[src/rtl/idx_vec_fifo_pkg.sv]
// Shared types, default sizes and helpers for the multi-lane index FIFO.
package idx_fifo_pkg;

   localparam int unsigned IDX_W_D = 5;
   localparam int unsigned LANES_D = 16;
   localparam int unsigned DEPTH_D = 32;

   typedef logic [IDX_W_D-1:0] idx_t;

   // Pointer width for a power-of-two depth; never narrower than one bit.
   function automatic int unsigned ptr_w(input int unsigned depth);
      return (depth > 1) ? $clog2(depth) : 1;
   endfunction

endpackage

[src/rtl/idx_vec_fifo_if.sv]
// Valid/ready handshake bundle carrying LANES-wide index vectors in and out of the FIFO.
interface idx_vec_fifo_if
   import idx_fifo_pkg::*;
#(
   parameter int unsigned IDX_W = IDX_W_D,
   parameter int unsigned LANES = LANES_D
) ();

   logic             in_valid;
   logic             in_ready;
   logic [IDX_W-1:0] in_index  [LANES];
   logic             out_ready;
   logic             out_valid;
   logic [IDX_W-1:0] out_index [LANES];

   // Producer/consumer side driving the FIFO.
   modport master (
      output in_valid, in_index, out_ready,
      input  in_ready, out_valid, out_index
   );

   // FIFO side.
   modport slave (
      input  in_valid, in_index, out_ready,
      output in_ready, out_valid, out_index
   );

endinterface

[src/rtl/idx_vec_fifo_ram.sv]
// Simple dual-port storage with a registered read port that doubles as the FIFO output register.
module idx_vec_ram
   import idx_fifo_pkg::*;
#(
   parameter int unsigned WORD_W = IDX_W_D * LANES_D,
   parameter int unsigned DEPTH  = DEPTH_D,
   parameter int unsigned ADDR_W = ptr_w(DEPTH_D)
) (
   input  logic              clk,
   input  logic              rst,
   input  logic              we_i,
   input  logic [ADDR_W-1:0] waddr_i,
   input  logic [WORD_W-1:0] wdata_i,
   input  logic              re_i,
   input  logic [ADDR_W-1:0] raddr_i,
   output logic [WORD_W-1:0] rdata_o
);

   logic [WORD_W-1:0] mem_q [DEPTH];

   always_ff @(posedge clk) begin
      if (we_i) begin
         mem_q[waddr_i] <= wdata_i;
      end
   end

   // Read register clears on reset but holds its value whenever no read is issued.
   always_ff @(posedge clk or posedge rst) begin
      if (rst) begin
         rdata_o <= '0;
      end else if (re_i) begin
         rdata_o <= mem_q[raddr_i];
      end
   end

endmodule

[src/rtl/idx_vec_fifo.sv]
// Multi-lane index FIFO between index generation and FFT reorder/readout, with
// request-read or first-word-fall-through output, fill-level flags, flush and sticky underflow.
module idx_vec_fifo
   import idx_fifo_pkg::*;
#(
   parameter int unsigned IDX_W    = IDX_W_D,
   parameter int unsigned LANES    = LANES_D,
   parameter int unsigned DEPTH    = DEPTH_D,
   parameter int unsigned AF_LEVEL = DEPTH - 2,
   parameter int unsigned AE_LEVEL = 2,
   parameter bit          FWFT     = 1'b0
) (
   input  logic                         clk,
   input  logic                         rst,
   input  logic                         flush,
   input  logic                         clr_err,
   idx_vec_fifo_if.slave                bus,
   output logic [$clog2(DEPTH+1)-1:0]   count,
   output logic                         full,
   output logic                         empty,
   output logic                         almost_full,
   output logic                         almost_empty,
   output logic                         underflow
);

   localparam int unsigned PTR_W  = ptr_w(DEPTH);
   localparam int unsigned CNT_W  = $clog2(DEPTH + 1);
   localparam int unsigned WORD_W = LANES * IDX_W;

   logic [PTR_W-1:0]  wr_ptr_q, wr_ptr_d;
   logic [PTR_W-1:0]  rd_ptr_q, rd_ptr_d;
   logic [CNT_W-1:0]  count_q, count_d;
   logic              out_valid_q, out_valid_d;
   logic              underflow_q, underflow_d;

   logic              wr_en;
   logic              rd_en;
   logic              deq;
   logic              uf_evt;
   logic [WORD_W-1:0] wr_word;
   logic [WORD_W-1:0] rd_word;

   // Status decodes from the registered count only, so a pop at full never frees a same-cycle write.
   assign full         = (count_q == CNT_W'(DEPTH));
   assign empty        = (count_q == '0);
   assign almost_full  = (count_q >= CNT_W'(AF_LEVEL));
   assign almost_empty = (count_q <= CNT_W'(AE_LEVEL));
   assign count        = count_q;
   assign underflow    = underflow_q;
   assign bus.in_ready = !full;
   assign bus.out_valid = out_valid_q;

   // Lane vector <-> flat RAM word; lane i occupies bits [i*IDX_W +: IDX_W].
   always_comb begin
      wr_word = '0;
      for (int i = 0; i < int'(LANES); i++) begin
         wr_word[i*IDX_W +: IDX_W] = bus.in_index[i];
      end
   end

   always_comb begin
      for (int i = 0; i < int'(LANES); i++) begin
         bus.out_index[i] = rd_word[i*IDX_W +: IDX_W];
      end
   end

   // Handshake decode. In FWFT mode the read register is a one-entry head stage,
   // so storage occupancy is count minus the head-valid bit.
   always_comb begin
      wr_en  = 1'b0;
      rd_en  = 1'b0;
      deq    = 1'b0;
      uf_evt = 1'b0;
      if (!flush) begin
         wr_en = bus.in_valid && !full;
         if (FWFT) begin
            deq   = out_valid_q && bus.out_ready;
            rd_en = (!out_valid_q || bus.out_ready) && (count_q > CNT_W'(out_valid_q));
         end else begin
            rd_en  = bus.out_ready && !empty;
            deq    = rd_en;
            uf_evt = bus.out_ready && empty;
         end
      end
   end

   // Next-state for pointers, fill count, output valid and error flag.
   always_comb begin
      wr_ptr_d    = wr_ptr_q;
      rd_ptr_d    = rd_ptr_q;
      count_d     = count_q;
      out_valid_d = out_valid_q;
      underflow_d = underflow_q;

      if (flush) begin
         wr_ptr_d    = '0;
         rd_ptr_d    = '0;
         count_d     = '0;
         out_valid_d = 1'b0;
      end else begin
         if (wr_en) begin
            wr_ptr_d = wr_ptr_q + PTR_W'(1);
         end
         if (rd_en) begin
            rd_ptr_d = rd_ptr_q + PTR_W'(1);
         end
         case ({wr_en, deq})
            2'b10:   count_d = count_q + CNT_W'(1);
            2'b01:   count_d = count_q - CNT_W'(1);
            default: count_d = count_q;
         endcase
         if (FWFT) begin
            out_valid_d = rd_en || (out_valid_q && !deq);
         end else begin
            out_valid_d = rd_en;
         end
      end

      // A new underflow in the same cycle as clr_err keeps the flag set.
      if (uf_evt) begin
         underflow_d = 1'b1;
      end else if (clr_err) begin
         underflow_d = 1'b0;
      end
   end

   always_ff @(posedge clk or posedge rst) begin
      if (rst) begin
         wr_ptr_q    <= '0;
         rd_ptr_q    <= '0;
         count_q     <= '0;
         out_valid_q <= 1'b0;
         underflow_q <= 1'b0;
      end else begin
         wr_ptr_q    <= wr_ptr_d;
         rd_ptr_q    <= rd_ptr_d;
         count_q     <= count_d;
         out_valid_q <= out_valid_d;
         underflow_q <= underflow_d;
      end
   end

   idx_vec_ram #(
      .WORD_W (WORD_W),
      .DEPTH  (DEPTH),
      .ADDR_W (PTR_W)
   ) u_ram (
      .clk     (clk),
      .rst     (rst),
      .we_i    (wr_en),
      .waddr_i (wr_ptr_q),
      .wdata_i (wr_word),
      .re_i    (rd_en),
      .raddr_i (rd_ptr_q),
      .rdata_o (rd_word)
   );

endmodule

[src/flat_wrapper.sv]
// flat-port wrapper written by rule: the top's interface ports become plain ports
module idx_vec_fifo_flat import idx_fifo_pkg::*;
#(
   parameter int unsigned IDX_W    = IDX_W_D,
   parameter int unsigned LANES    = LANES_D,
   parameter int unsigned DEPTH    = DEPTH_D,
   parameter int unsigned AF_LEVEL = DEPTH - 2,
   parameter int unsigned AE_LEVEL = 2,
   parameter bit          FWFT     = 1'b0
)
  (clk, rst, flush, clr_err, count, full, empty, almost_full, almost_empty, underflow, bus_in_valid, bus_in_index, bus_out_ready, bus_in_ready, bus_out_valid, bus_out_index);
  idx_vec_fifo_if #(.IDX_W(IDX_W), .LANES(LANES)) bus_i ();
  input  logic clk;
  input  logic rst;
  input  logic flush;
  input  logic clr_err;
  output logic [$clog2(DEPTH+1)-1:0] count;
  output logic full;
  output logic empty;
  output logic almost_full;
  output logic almost_empty;
  output logic underflow;
  input wire logic [$bits(bus_i.in_valid)-1:0] bus_in_valid;
  input wire logic [$bits(bus_i.in_index)-1:0] bus_in_index;
  input wire logic [$bits(bus_i.out_ready)-1:0] bus_out_ready;
  output wire logic [$bits(bus_i.in_ready)-1:0] bus_in_ready;
  output wire logic [$bits(bus_i.out_valid)-1:0] bus_out_valid;
  output wire logic [$bits(bus_i.out_index)-1:0] bus_out_index;
  assign bus_i.in_valid = bus_in_valid;
  assign bus_i.in_index = {>>{bus_in_index}};
  assign bus_i.out_ready = bus_out_ready;
  assign bus_in_ready = bus_i.in_ready;
  assign bus_out_valid = bus_i.out_valid;
  assign bus_out_index = {>>{bus_i.out_index}};
  idx_vec_fifo #(.IDX_W(IDX_W), .LANES(LANES), .DEPTH(DEPTH), .AF_LEVEL(AF_LEVEL), .AE_LEVEL(AE_LEVEL), .FWFT(FWFT)) u_core (.clk(clk), .rst(rst), .flush(flush), .clr_err(clr_err), .bus(bus_i), .count(count), .full(full), .empty(empty), .almost_full(almost_full), .almost_empty(almost_empty), .underflow(underflow));
endmodule
[config.mk]
export PLATFORM = sky130hd
export DESIGN_NAME = idx_vec_fifo_flat
export DESIGN_NICKNAME = d
export VERILOG_FILES = /design/src/rtl/idx_vec_fifo_pkg.sv /design/src/rtl/idx_vec_fifo_if.sv /design/src/rtl/idx_vec_fifo_ram.sv /design/src/rtl/idx_vec_fifo.sv /design/src/flat_wrapper.sv
export SDC_FILE = /design/constraint.sdc
export NUM_CORES = 2
export LEC_CHECK = 0
export BUFFER_PORTS_ARGS = -buffer_cell sky130_fd_sc_hd__buf_2
export CAP_MARGIN = 30
export CELL_PAD_IN_SITES_DETAIL_PLACEMENT = 0
export CELL_PAD_IN_SITES_GLOBAL_PLACEMENT = 1
export CORE_MARGIN = 2
export CORE_UTILIZATION = 35
export CTS_CLUSTER_SIZE = 30
export DETAILED_ROUTE_END_ITERATION = 12
export PLACE_DENSITY_LB_ADDON = 0.1
export SYNTH_ARGS = -nofsm -noshare
export SYNTH_HDL_FRONTEND = slang
export SYNTH_SLANG_ARGS = --single-unit
[constraint.sdc]
create_clock -name clk -period 7.5 [get_ports clk]
set_clock_uncertainty 0.2 [all_clocks]
set_input_delay 1.125 -clock clk [delete_from_list [all_inputs] [get_ports clk]]
set_output_delay 1.125 -clock clk [all_outputs]
set_load 0.01 [all_outputs]
After elaboration in Yosys (flattened, before gate mapping). Memory sizes are Yosys's and may differ from the RTL's. A register that Yosys moved wholly into a read port is not among the register bits. Cells that the tools add are included.

$lt $le $gt $ge: 2. Bitwise operators: 0. Equal/unequal tests: 3. Muxes and demuxes: 14. Shifts and indexed selects: 0. Reductions and logical operators: 10. Multipliers: 0. Div/mod/pow operators: 0. Add/sub/neg operators: 4.

Operators by type and width (count): 2-to-1 mux 5 bit (4); case mux 6 bit (2 select lines) (1); adder 5 x 1 -> 5 bit (second input constant) (2); 2-to-1 mux 1 bit (8); adder 6 x 1 -> 6 bit (second input constant) (1); equality test 6 bit (second input constant) (1); >= comparator 6 x 5 -> 1 bit (second input constant) (1); less-or-equal comparator 6 x 2 -> 1 bit (second input constant) (1); logical NOT 6 bit (1); 2-to-1 mux 6 bit (1); nonzero test 2 bit (3); subtractor 6 x 1 -> 6 bit (second input constant) (1); logical AND 1 bit (3); nonzero test 3 bit (1); equality test 2 x 1 -> 1 bit (second input constant) (1); equality test 2 bit (second input constant) (1); logical NOT 1 bit (2).

Memories kept: 1. Logic and storage cells: 39. ROM bits: 0. Bits in latches: 0. Register bits after elaboration: 18. Bits in writable memories: 2560. Bits of input ports: 86.

Memory list: u_core.u_ram.mem_q (depth 32, bits a word 80, rd ports 1, clocked after Yosys merged registers in 1, wr ports 1, line idx_vec_fifo_ram.sv:19) `logic [WORD_W-1:0] mem_q [DEPTH];`.

Logic depth before layout (Yosys ltp).
Word-level depth: 7. Mapped depth: 11. Mapped depth without buffers: 9.

Cells and area by module. A second synthesis with hierarchy kept.

Cell total of the unflattened synthesis: 4279. Area, all modules: 100167.3 um2.

By module, submodules not included: idx_vec_ram (instances 1, cells an instance 4176, area an instance 99102.5 um2); idx_vec_fifo (instances 1, cells an instance 103, area an instance 1064.8 um2).

Least setup slack after synthesis. OpenSTA, ideal clock, no wires.

Kind: input to register. From: input port bus_in_valid. To: memory u_core.u_ram.mem_q[29][0] (netlist name), enable pin. Library setup time: 0.519 ns. Arrival: 5.086 ns. Stages on the path: 4. Setup slack: 1.695 ns. Path through: inv_1 nor3_1 nand2_1 nor2_1.

Word-level cells in the longest chain between the ends: 4.

Ends and longest elaborated chain: start, declared (line flat_wrapper.sv:23) `input wire logic [$bits(bus_i.in_valid)-1:0] bus_in_valid;`; logical AND 1 bit (line idx_vec_fifo.sv:75) `wr_en = bus.in_valid && !full;`; 2-to-1 mux 1 bit (line idx_vec_fifo.sv:74) `if (!flush) begin`; 2-to-1 mux 1 bit (line idx_vec_fifo_ram.sv:22) `if (we_i) begin`; 2-to-1 mux 1 bit (implied by the code) (line idx_vec_fifo_ram.sv:23) `mem_q[waddr_i] <= wdata_i;`; end, declared (line idx_vec_fifo_ram.sv:19).

No other way between the ends.

Final worst setup path.
From: register u_core.count_q[1] (netlist: u_core.count[1]). To: memory u_core.u_ram.mem_q[10][30] (netlist name), enable pin.

Word-level cells in the longest chain between the ends: 6.

Ends and longest elaborated chain: start, declared (line idx_vec_fifo.sv:32) `logic [CNT_W-1:0] count_q, count_d;`; start signal, assigned (line idx_vec_fifo.sv:137) `count_q <= count_d;`; equality test 6 bit (line idx_vec_fifo.sv:44) `assign full = (count_q == CNT_W'(DEPTH));`; logical NOT 1 bit (line idx_vec_fifo.sv:75); logical AND 1 bit (line idx_vec_fifo.sv:75); 2-to-1 mux 1 bit (line idx_vec_fifo.sv:74); 2-to-1 mux 1 bit (line idx_vec_fifo_ram.sv:22); 2-to-1 mux 1 bit (implied by the code) (line idx_vec_fifo_ram.sv:23).

No other way between the ends.

==> reports/qor.yml <==
status:
  outcome: "finished, final reports clean"
clock_tree:
  cts.repair.resized: 0
  clk_path_buf_depth: 4
  cts_root_buf: "clkbuf_16"
  htreeDepth: 5
  cts.sinks: 2658
  cts_setup_buffers: 0
  cts_made_buffers: 298
  clk_pin_slew_ns: 0.06
  worstSkewPairLatency_ns: 0.87
  cts_tree: "yes"
  holdBufCountCts: 0
logic_synthesis:
  syn_inst: 4436
  synth.distinct_cells: 48
  synth.avg_cell_area_um2: 22.6
  synth_ff_type: "edfxtp_1"
  synth_fp_nets: 4530
  synth-edff-count: 2560
  netlist_top_cells_count: "2560 x edfxtp_1, 640 x mux4_2, 320 x a22oi_1"
  ys_seq_elements: 2658
  netlist_area_mm2: 0.100
  ys_async_sr_fraction: 0.0369
  yosysMostFrequentCell: "edfxtp_1"
  ys_seq_area_frac: 0.792
  synth_area_leader_cell: "edfxtp_1"
  ys_warn_count: 0
  ys_top_cells_by_area: "edfxtp_1 77%, mux4_2 14%, dfrtp_1 2.4%"
  synth_top_area_frac: 0.767
sta:
  layout_min_cycle_time_ns: 4.22
  setup_tns_ns: 0
  whs_ns: 0.102
  setup_viol: 0
  worstMarginPinSlew_ns: 1.02
  period_share: 0.563
  max_freq_mhz: 237
  hold_violations: 0
  rsz0062_at_grt: "false"
  fin_ws_ns: 3.28
  relSlewSlack: 0.322
  drv_slew: 0
power_and_ir_drop:
  pwr-share-comb: 0.164
  p_int_mw: 27.5
  vdd_ir_drop_max_mv: 0.282
  seq_power_share: 0.457
  switching_power_mw: 9.41
  power_frac_clock: 0.378
  total_power_mw: 36.9
  switching_share: 0.255
  leakage_nw: 35.8
  p_per_area_mw_per_mm2: 318
finish:
  num-nets-final: 4886
  syn2layout_area_growth_pct: 15.6
  fin_area_mm2: 0.116
  final_core_util: 0.407
  stdcell_count: 8793
  drive_gt1_frac: 0.278
floorplan:
  core_mm2: 0.285
  die_h_um: 539
  die_area_mm2: 0.291
  ios: 179
  die_x_um: 539
  placementRows: 196
  start_util: 0.352
critical_path:
  startpoint: "u_core.count[1]"
  crit_type: "register to register"
  r2r_cells: 8
  cp_max_fo: 50
  startpoint_type: "register"
  end_kind: "register"
  required_ns: 7.80
  r2r_end: "u_core.u_ram.mem_q[10][30]"
  r2r_slack_ns: 3.28
  r2r_start: "u_core.count[1]"
  crit_end: "u_core.u_ram.mem_q[10][30]"
  worst-endpoint-arrival_ns: 4.52
global_route:
  grt_busiest_layer: "met2"
  grt_max_degree: 99
  grt_pass1_wl_mm: 392
  antenna_found_initial: 19
  grtUsageTotal: 0.189
  met2_usage: 0.312
  met3_usage: 0.0236
  use_met1: 0.266
  gr-total-overflow: 0
  grt_pass1_vias: 49900
route:
  ant_nets: 0
  drt_iter0_markers: 4132
  totalWireLength_mm: 277
  dr.pass1.iters: 5
  routed_via_density: 5.36
  route.detailed.drc: 0
  vias: 47200
  wire_per_inst_um: 31.5
placed_design:
  place_ws_ns: 2.69
  numPortBuffers: 178
  dp_hpwl_mm: 147
  gp_congestion: 0.709
  post_dp_cell_area_mm2: 0.107
  dp.cells: 8251
flow_run:
  drv_cap: 0
hold_path:
  hold_class: "input port to asynchronous set/reset pin"
## cells by family after synthesis
group                    after synthesis  synth area share
buffers and inverters                268            0.0134
AO/OA/AOI/OAI                        584            0.0378
multiplexers                         644             0.144
XOR/XNOR                              13           0.00114
flip-flops                          2658             0.792
adder cells (fa/ha/maj)                8          0.000999
AND/OR/NAND/NOR                      261            0.0108
## layout by cell type, fill, tap and decap left out, types with 3 or more instances in the layout
master,n
o21ai_1,81
inv_1,7
nor2b_4,4
edfxtp_1,2560
clkbuf_8,17
a22oi_1,320
a21oi_1,165
mux4_2,640
nor2_1,20
nand3b_1,3
diode_2,7
nor3_1,3
a31oi_1,3
clkbuf_1,99
ha_1,8
clkinv_8,8
buf_4,79
bufinv_16,11
clkinvlp_4,3
xor2_1,7
dfrtp_4,4
inv_6,5
clkbuf_16,308
mux2i_1,4
clkinv_2,34
dfrtp_1,94
nand4_1,4
nand3_1,5
nand2_1,172
nor2_4,34
buf_16,4
clkinv_1,43
buf_12,54
xnor2_1,6
buf_2,178
inv_16,3
## power by group through the flow
stage	Clock (mW)	Sequential [mW]	Combinational, mW
after global routing	14.9	16.9	6.60
after CTS	14.4	17.0	6.22
after floorplan	0	17.1	3.82
after detailed placement	0	17.3	6.21
final	14.0	16.9	6.06
after global placement	0	17.3	6.21
## worst max-delay path: stages (launching register included)
cell and delay, ns:
dfrtp_1 0.59, nor2_1 0.20, nand3_1 0.14, inv_1 0.09, nor3_1 0.43, buf_4 0.23
nand2_1 0.44, nor2_4 0.77, buf_12 0.31
## state kept, by name, summed over array words and instances, names as in the netlist
register / flops
u_core.count: 6
u_core.bus.out_valid: 1
u_core.underflow: 1
u_core.rd_ptr_q: 5
u_core.u_ram.rdata_o: 80
u_core.wr_ptr_q: 5
u_core.u_ram.mem_q: 2560
## metal layers
| layer | up-vias | share of wire | routed length [µm] |
|---|---|---|---|
| met5 | - | 0.00014 | 40 |
| met4 | 6 | 0.024 | 6590 |
| met3 | 373 | 0.042 | 11700 |
| met2 | 1136 | 0.49 | 136000 |
| met1 | 26000 | 0.44 | 123000 |
| li1 | 19600 | - | - |
## worst min-delay path by stage
stage	start	endpoint
final	rst	u_core.u_ram.rdata_o[44]
after global placement	u_core.u_ram.rdata_o[63]	u_core.u_ram.rdata_o[63]
after global routing	rst	u_core.u_ram.rdata_o[40]
after detailed placement	u_core.u_ram.rdata_o[63]	u_core.u_ram.rdata_o[63]
after floorplan	u_core.u_ram.rdata_o[0]	u_core.u_ram.rdata_o[0]
after CTS	rst	u_core.u_ram.rdata_o[43]
## area by class of cell
cell class	instances	area (µm²)
fillers	25100	169000
flip-flops and latches	2658	79300
multi-input cells	1510	19800
clock buffers	424	8310
well taps	3762	4710
repair buffers	315	2680
clock inverters	108	948
inverters	9	41.3
diodes	7	17.5
Note: power is estimated with default switching activity, not from simulation.
